## src/rtl/control_unit.sv

```systemverilog
// Control unit: program counter, registered instruction ROM, instruction
// register and the Moore FSM that sequences fetch, decode and execute.

// Program counter: clear has priority over increment, and wraps 127 -> 0.
module ProgramCounter (
    input  logic       i_clk,
    input  logic       i_reset,
    input  logic       i_clr,
    input  logic       i_up,
    output logic [6:0] o_pc
);
    logic [6:0] r_pc;

    // Clear wins over increment; the 7-bit add wraps naturally at 127.
    always_ff @(posedge i_clk or posedge i_reset) begin
        if (i_reset)
            r_pc <= '0;
        else if (i_clr)
            r_pc <= '0;
        else if (i_up)
            r_pc <= r_pc + 7'd1;
    end

    assign o_pc = r_pc;
endmodule

// Instruction register: loads on i_ld, otherwise holds.
module InstructionRegister (
    input  logic        i_clk,
    input  logic        i_reset,
    input  logic        i_ld,
    input  logic [15:0] i_d,
    output logic [15:0] o_q
);
    logic [15:0] r_q;

    // Capture the ROM word only when the FSM asks for it.
    always_ff @(posedge i_clk or posedge i_reset) begin
        if (i_reset)
            r_q <= '0;
        else if (i_ld)
            r_q <= i_d;
    end

    assign o_q = r_q;
endmodule

// 128 x 16 instruction ROM with a registered read port (1-cycle latency).
module InstructionRom (
    input  logic        i_clk,
    input  logic        i_reset,
    input  logic [6:0]  i_addr,
    output logic [15:0] o_data
);
    logic [15:0] w_word;
    logic [15:0] r_data;

    // Fixed program image; every address past the program reads as NOOP.
    always_comb begin
        case (i_addr)
            7'd0:    w_word = 16'h20B1;
            7'd1:    w_word = 16'h21B2;
            7'd2:    w_word = 16'h2063;
            7'd3:    w_word = 16'h28A4;
            7'd4:    w_word = 16'h4145;
            7'd5:    w_word = 16'h4326;
            7'd6:    w_word = 16'h3560;
            7'd7:    w_word = 16'h1CD0;
            7'd8:    w_word = 16'h5000;
            default: w_word = 16'h0000;
        endcase
    end

    // Registered read so the word appears one edge after the address.
    always_ff @(posedge i_clk or posedge i_reset) begin
        if (i_reset)
            r_data <= '0;
        else
            r_data <= w_word;
    end

    assign o_data = r_data;
endmodule

module control_unit (
    input  logic        clk,
    input  logic        reset,
    output logic [3:0]  OutState,
    output logic [3:0]  NextState,
    output logic [7:0]  D_addr,
    output logic        D_wr,
    output logic        RF_s,
    output logic        RF_W_en,
    output logic [3:0]  RF_Ra_addr,
    output logic [3:0]  RF_Rb_addr,
    output logic [3:0]  RF_W_addr,
    output logic [2:0]  ALU_s0,
    output logic [6:0]  PC_Out,
    output logic        PC_clr,
    output logic        PC_up,
    output logic        IR_ld,
    output logic [15:0] IR_Out,
    output logic [15:0] data
);
    typedef enum logic [3:0] {
        StInit   = 4'd0,
        StFetch  = 4'd1,
        StDecode = 4'd2,
        StNoop   = 4'd3,
        StLoadA  = 4'd4,
        StLoadB  = 4'd5,
        StStore  = 4'd6,
        StAdd    = 4'd7,
        StSub    = 4'd8,
        StHalt   = 4'd9
    } stateT;

    stateT       r_state;
    stateT       w_nextState;
    logic [6:0]  w_pc;
    logic [15:0] w_romData;
    logic [15:0] w_ir;
    logic [7:0]  r_dAddr;
    logic        r_dWr;
    logic        r_rfS;
    logic        r_rfWEn;
    logic [3:0]  r_raAddr;
    logic [3:0]  r_rbAddr;
    logic [3:0]  r_wAddr;
    logic [2:0]  r_aluS0;
    logic        r_pcClr;
    logic        r_pcUp;
    logic        r_irLd;

    ProgramCounter u_pc (
        .i_clk   (clk),
        .i_reset (reset),
        .i_clr   (r_pcClr),
        .i_up    (r_pcUp),
        .o_pc    (w_pc)
    );

    InstructionRom u_rom (
        .i_clk   (clk),
        .i_reset (reset),
        .i_addr  (w_pc),
        .o_data  (w_romData)
    );

    InstructionRegister u_ir (
        .i_clk   (clk),
        .i_reset (reset),
        .i_ld    (r_irLd),
        .i_d     (w_romData),
        .o_q     (w_ir)
    );

    // Next-state logic: Decode branches on the opcode, unknown opcodes run as NOOP.
    always_comb begin
        w_nextState = StInit;
        case (r_state)
            StInit:   w_nextState = StFetch;
            StFetch:  w_nextState = StDecode;
            StDecode: begin
                case (w_ir[15:12])
                    4'b0001: w_nextState = StStore;
                    4'b0010: w_nextState = StLoadA;
                    4'b0011: w_nextState = StAdd;
                    4'b0100: w_nextState = StSub;
                    4'b0101: w_nextState = StHalt;
                    default: w_nextState = StNoop;
                endcase
            end
            StLoadA:  w_nextState = StLoadB;
            StNoop,
            StLoadB,
            StStore,
            StAdd,
            StSub:    w_nextState = StFetch;
            StHalt:   w_nextState = StHalt;
            default:  w_nextState = StInit;
        endcase
    end

    // State register plus outputs registered from the state being entered;
    // IR is stable from Decode onward, so execute-state fields decode cleanly.
    always_ff @(posedge clk or posedge reset) begin
        if (reset) begin
            r_state  <= StInit;
            r_dAddr  <= '0;
            r_dWr    <= 1'b0;
            r_rfS    <= 1'b0;
            r_rfWEn  <= 1'b0;
            r_raAddr <= '0;
            r_rbAddr <= '0;
            r_wAddr  <= '0;
            r_aluS0  <= '0;
            r_pcClr  <= 1'b1;
            r_pcUp   <= 1'b0;
            r_irLd   <= 1'b0;
        end else begin
            r_state  <= w_nextState;
            r_dAddr  <= '0;
            r_dWr    <= 1'b0;
            r_rfS    <= 1'b0;
            r_rfWEn  <= 1'b0;
            r_raAddr <= '0;
            r_rbAddr <= '0;
            r_wAddr  <= '0;
            r_aluS0  <= '0;
            r_pcClr  <= 1'b0;
            r_pcUp   <= 1'b0;
            r_irLd   <= 1'b0;
            case (w_nextState)
                StInit:  r_pcClr <= 1'b1;
                StFetch: begin
                    r_irLd <= 1'b1;
                    r_pcUp <= 1'b1;
                end
                StLoadA: begin
                    r_dAddr <= w_ir[11:4];
                    r_wAddr <= w_ir[3:0];
                    r_rfS   <= 1'b1;
                end
                StLoadB: begin
                    r_dAddr <= w_ir[11:4];
                    r_wAddr <= w_ir[3:0];
                    r_rfS   <= 1'b1;
                    r_rfWEn <= 1'b1;
                end
                StStore: begin
                    r_dAddr  <= w_ir[11:4];
                    r_raAddr <= w_ir[3:0];
                    r_dWr    <= 1'b1;
                end
                StAdd: begin
                    r_raAddr <= w_ir[11:8];
                    r_rbAddr <= w_ir[7:4];
                    r_wAddr  <= w_ir[3:0];
                    r_aluS0  <= 3'b001;
                    r_rfWEn  <= 1'b1;
                end
                StSub: begin
                    r_raAddr <= w_ir[11:8];
                    r_rbAddr <= w_ir[7:4];
                    r_wAddr  <= w_ir[3:0];
                    r_aluS0  <= 3'b010;
                    r_rfWEn  <= 1'b1;
                end
                default: ;
            endcase
        end
    end

    assign OutState   = r_state;
    assign NextState  = w_nextState;
    assign D_addr     = r_dAddr;
    assign D_wr       = r_dWr;
    assign RF_s       = r_rfS;
    assign RF_W_en    = r_rfWEn;
    assign RF_Ra_addr = r_raAddr;
    assign RF_Rb_addr = r_rbAddr;
    assign RF_W_addr  = r_wAddr;
    assign ALU_s0     = r_aluS0;
    assign PC_Out     = w_pc;
    assign PC_clr     = r_pcClr;
    assign PC_up      = r_pcUp;
    assign IR_ld      = r_irLd;
    assign IR_Out     = w_ir;
    assign data       = w_romData;
endmodule

```

## config.mk

```make
export PLATFORM = sky130hd
export DESIGN_NAME = control_unit
export DESIGN_NICKNAME = d
export VERILOG_FILES = /design/src/rtl/control_unit.sv
export SDC_FILE = /design/constraint.sdc
export NUM_CORES = 1
export LEC_CHECK = 0
export ABC_CLOCK_PERIOD_IN_PS = 3100
export CAP_MARGIN = 30
export CORE_MARGIN = 4
export CORE_UTILIZATION = 49
export CTS_BUF_LIST = sky130_fd_sc_hd__clkbuf_8
export DETAILED_ROUTE_END_ITERATION = 8
export HOLD_SLACK_MARGIN = 0.15
export PLACE_DENSITY = 0.86
export SLEW_MARGIN = 20
export SYNTH_ARGS = -nofsm -noshare
export SYNTH_HDL_FRONTEND = slang
export SYNTH_SLANG_ARGS = --single-unit
```

## constraint.sdc

```tcl
create_clock -name clk -period 3.1 [get_ports clk]
set_input_delay 0.93 -clock clk [delete_from_list [all_inputs] [get_ports clk]]
set_output_delay 0.93 -clock clk [all_outputs]
set_load 0.01 [all_outputs]
```

; After elaboration in Yosys (flattened, before gate mapping)
; Memory sizes are Yosys's and may differ from the RTL's.
; Cells that the tools add are included.
[totals]
register_bits = 71
latchBits = 0
mem_bits_rw = 0
rom_bits = 224
in_bits = 2
n_memories = 1
[classes]
add_sub_neg = 1
mul = 0
div_mod_pow = 0
n_lt_le_gt_ge = 0
n_eq_ne = 20
shift = 0
muxes = 15
n_bitwise = 0
n_reduce_logical = 10
[mem_list]
columns = name, words, width, read_ports, rd_ports_with_merged_regs, wr, line
row1 = (no name shown), 16, 14, 1, 0, 0, 60  ; case (i_addr)
[ops]
columns = op, count
row1 = equality test 4 x 3 -> 1 bit (second input constant), 10
row2 = one-hot mux 4 bit (5 select lines), 2
row3 = equality test 4 x 2 -> 1 bit (second input constant), 4
row4 = two-way mux 16 bit, 1
row5 = two-way mux 7 bit, 2
row6 = equality test 4 x 1 -> 1 bit (second input constant), 3
row7 = equality test 4 bit (second input constant), 3
row8 = zero test 4 bit, 2
row9 = two-way mux 4 bit, 2
row10 = two-way mux 8 bit, 1
row11 = one-hot mux 4 bit (2 select lines), 1
row12 = adder 7 x 1 -> 7 bit (second input constant), 1
row13 = OR reduction 3 bit, 2
row14 = OR reduction 6 bit, 1
row15 = two-way mux 1 bit, 5
row16 = one-hot mux 2 bit (2 select lines), 1
row17 = OR reduction 2 bit, 2
row18 = OR reduction 4 bit, 1
row19 = zero test 3 bit, 1
row20 = nonzero test 2 bit, 1

; Longest topological paths before layout
[logic_depth]
word_depth = 6
depth_mapped = 7
depth_no_buf = 7

; Hierarchy
; Synthesis repeated with hierarchy kept, for this count alone.
[hier_totals]
cells_unflattened = 238
hier_area_um2 = 2914.0
[by_module_without_submodules]
columns = module, instances, cells_per_inst, area_each_um2, seq_area_each_um2
row1 = control_unit, 1, 114, 1292.5, 777.0
row2 = InstructionRom, 1, 59, 656.9, 350.3
row3 = InstructionRegister, 1, 35, 653.1, 400.4
row4 = ProgramCounter, 1, 30, 311.5, 175.2

; Worst setup path before layout
; Ideal clock, no wire load.
[synth_path]
path_kind = reg2out
start = reg u_ir.r_q[13] (netlist: u_ir.o_q[13])
end = out NextState[2]
arrival_ns = 1.444
slack_ns = 0.726
stages_incl_launch_ff = 5
n_path_buf = 0
path_cell_list = dfrtp_1 inv_1 ha_1 nand2b_1 a311oi_4
[synth_between]
elab_chain_len = 3
word_cells_on_any_way = 7
classes_between = eq/ne (5) / mux (2)
[synth_lines]
columns = element, line
row1 = start: declaration, 35  ; logic [15:0] r_q;
row2 = start signal: assignment, 42  ; r_q <= i_d;
row3 = "equality test 4 x 3 -> 1 bit, or another cell as far along", 165  ; case (w_ir[15:12])
row4 = one-hot mux 4 bit (5 select lines) (*), 165
row5 = one-hot mux 4 bit (5 select lines) (*), 161  ; case (r_state)
row6 = end: declaration, 89  ; output logic [3:0] NextState,
; Mark *: on every way between the ends. The rest lies on a longest branch, timed or not.

; Worst setup path after layout
[layout_path]
start = reg u_ir.r_q[13] (netlist: u_ir.o_q[13])
end = out NextState[0]
; The elaborated chain is that of the path after synthesis.

==> results.yml <==
status:
  run_status: "finished clean"
pwr:
  p_sw_mw: 0.308
  p_leak_nw: 1.70
  powerDensity_nw_per_um2: 391
  total_power_mw: 1.46
  combPwrFrac_pct: 1.6
  seq_power_share_pct: 58.1
  swShare_pct: 21.1
  p_int_mw: 1.15
  peakVddDrop_v: 0.000199
  clockPowerShare_pct: 40.3
drt:
  drt_iter0_markers: 115
  routed-wl-met2_um: 2740
  via_per_inst: 5.06
  dr.pass1.iters: 4
  wl_met1_um: 2370
  vias: 1929
  drcViolationCount: 0
  wl_um: 5510
  route.met3.wl_um: 306
  routed.top_layer: "met4"
  wire_per_inst_um: 14.5
  antenna_left: 0
critical_path:
  critical_path.startpoint_type: "flop"
  crit_path_end_kind: "primary output"
  critPathMaxFanout: 6
  crit_path_top_delay_cell: "clkdlybuf4s50_1"
  crit_chain: "inv_1 -> ha_2 -> o211ai_1 -> o221ai_4 -> clkdlybuf4s50_1"
  required_ns: 2.17
  reg2reg_depth: 8
  max_stage_delay_ns: 0.50
  crit_cells: 5
  crit_family: "buffers and inverters"
  worst-path-buf-inv: 2
  crit_arrival_ns: 2.05
  critPathKind: "reg2out"
sta:
  worst_pin_slew_ns: 0.514
  finalSetupViolCount: 0
  finalSetupTns_ns: 0
  period_needed_ns: 2.98
  fmax_ghz: 0.335
  final.period_utilization_pct: 96.2
  rsz0062_at_grt: "no"
  maxSlewHeadroom_pct: 65.7
  layout_setup_ws_ns: 0.119
  clock_skew_ns: 0.00787
  final-hold-violation-count: 0
  drv_slew: 0
clock_tree:
  holdBufCountCts: 0
  cts_tree: "yes"
  clock_sinks: 65
  cts_buffers: 9
  h-tree-depth: 3
  clkLatencyLatePin_ns: 0.33
  cts_buffer_depth: 2
  cts.reportedPaths.clkPinSlew_ns: 0.06
  root_buffer: "clkbuf_8"
yosys:
  syn_inst: 227
  synth.avg_cell_area_um2: 12.1
  async_reset_ff_share_pct: 100
  ys_types: 45
  synth_top_area_cell: "dfrtp_1"
  netlist_top_cells_area: "dfrtp_1, mux2_2, and2_1"
  synth_top_area_share_pct: 58.1
  ys.flop_type: "dfrtp_1"
  synth_warnings: 0
  synth_edf_count: 0
  seq_area_frac_synth_pct: 59.1
  synth_seq_cells: 65
  synth_area_um2: 2760
floorplanning:
  dieArea_um2: 6890
  die-width_um: 83.0
  die_h_um: 83.0
  ios: 78
  initial_core_util_pct: 50.3
  fp.coreArea_um2: 5470
  rows: 27
job:
  drv_cap: 0
worst_hold_path:
  hold_depth: 2
  hp-class: "reg2reg"
placed_design:
  gp_congestion: 0.887
  dpl_worst_slack_ns: 0.227
  portBuffers: 71
  hpwl_um: 3970
final_layout:
  drive_above_1_share_pct: 15.5
  diodes: 0
  fin_util_pct: 68.2
  nets: 315
  fillCellCount: 411
  multiInputGateArea_um2: 1040
  syn_to_final_growth_pct: 35.4
  seqCellArea_um2: 1630
global_routing:
  overflow: 0
  antenna_found_initial: 0
  grt_usage_pct: 16.5
  grt_pass1_vias: 1838
  grt_pass1_wl_um: 8960
  grt_max_degree: 31
## sequential cells by signal (all words and copies together) (netlist names)
| signal | count |
|---|---|
| RF_s | 1 |
| RF_Ra_addr | 4 |
| ALU_s0 | 2 |
| D_addr | 8 |
| RF_W_addr | 3 |
| u_ir.o_q | 14 |
| OutState | 4 |
| RF_W_en | 1 |
| IR_ld | 1 |
| PC_clr | 1 |
| D_wr | 1 |
| RF_Rb_addr | 4 |
| u_pc.o_pc | 7 |
| u_rom.o_data | 14 |
## layout by cell type, fill, tap and decap left out, drive strengths merged, types with 3 or more instances in the layout
master	count
clkdlybuf4s50	68
dfrtp	64
nor2	22
and2	16
a21oi	12
mux2	12
inv	11
clkbuf	10
nand2	8
ha	8
conb	6
buf	6
o21ai	5
or3	5
mux2i	5
nor3	4
nand2b	3
nor2b	3
xnor2	3
a22o	3
o32ai	3
clkinv	3
## power by group through the flow
stage	combinational, mW	clock [mW]	sequential (mW)
final	0.0234	0.588	0.848
after global placement	0.0244	0	0.864
after detailed placement	0.0244	0	0.864
after floorplan	0.0211	0	0.864
after global routing	0.0278	0.643	0.847
after CTS	0.0244	0.604	0.848
## worst min-delay path, cell delays in order, from the launching register on
cell     delay (ns)
dfrtp_1        0.35
nand2_1        0.05
o21ai_0        0.06
## kinds of logic after synthesis
group                    share of synthesized area, %
multiplexers                                     6.72
XOR/XNOR                                         1.59
buffers and inverters                            4.45
flip-flops                                       59.1
other                                           0.136
adder cells (fa/ha/maj)                          3.63
AND/OR/NAND/NOR                                  14.9
AO/OA/AOI/OAI                                    9.54
## area by class of cell
cell class,instances,share of cell area (%)
Sequential cell,65,43.7
Multi-Input combinational cell,142,28.0
Clock inverter,5,0.671
Timing Repair Buffer,77,20.6
Clock buffer,10,3.69
Inverter,10,1.01
Tap cell,72,2.41
## final timing paths
| kind | start | end | slack, ns |
|---|---|---|---|
| setup / recovery | u_ir.o_q[13]$_DFFE_PP0P_ | NextState[0] | 0.12 |
| hold / removal | u_rom.o_data[14]$_DFF_PP0_ | u_ir.o_q[14]$_DFFE_PP0P_ | 0.50 |
| setup reg to reg | u_ir.o_q[13]$_DFFE_PP0P_ | RF_Ra_addr[1]$_DFF_PP0_ | 0.74 |
| hold reg to reg | u_rom.o_data[14]$_DFF_PP0_ | u_ir.o_q[14]$_DFFE_PP0P_ | 0.50 |
| max in group asynchronous | reset | OutState[0]$_DFF_PP0_ | 1.65 |
| min in group asynchronous | reset | RF_Ra_addr[1]$_DFF_PP0_ | 0.88 |
## Yosys cell counts (2+ instances only)
cell       n
or3_1      5
buf_4      7
o21ai_0    5
o32ai_1    2
and2_1    16
a22o_1     3
mux2i_1    5
mux2_2    12
xnor2_1    3
or4b_4     2
clkbuf_1   4
inv_1      9
xor2_1     2
nor2_1    22
nand2b_1   3
a21oi_1   12
nor2b_1    3
dfrtp_1   64
ha_1       8
nand4_1    2
buf_1      2
a211oi_1   2
buf_2      2
nand2_1    8
nor3_1     4
## what timing repair did
action / 4_1_cts / 5_1_grt
buffers inserted: 0 / 2
gates resized for setup: 4 / 5
setup endpoints to repair: 4 / 2
pin swaps: 0 / 1
## per-layer routing
| metal | vias to the layer above | global-route usage [%] |
|---|---|---|
| met5 | - | 0 |
| met4 | 0 | 7.13 |
| met3 | 9 | 5.06 |
| met2 | 65 | 26.1 |
| met1 | 939 | 20.8 |
| li1 | 916 | - |
## per-stage QoR
stage | instances | hold WS [ns] | area [µm²]
6_report | 381 | 0.502 | 3730
5_1_grt | 381 | 0.530 | 3730
4_1_cts | 379 | 0.503 | 3700
3_5_place_dp | 364 | 0.490 | 3530
3_3_place_gp | 364 | 0.488 | 3530
2_1_floorplan | 232 | 0.519 | 2770
No activity file was read; power rests on OpenSTA's default activity.
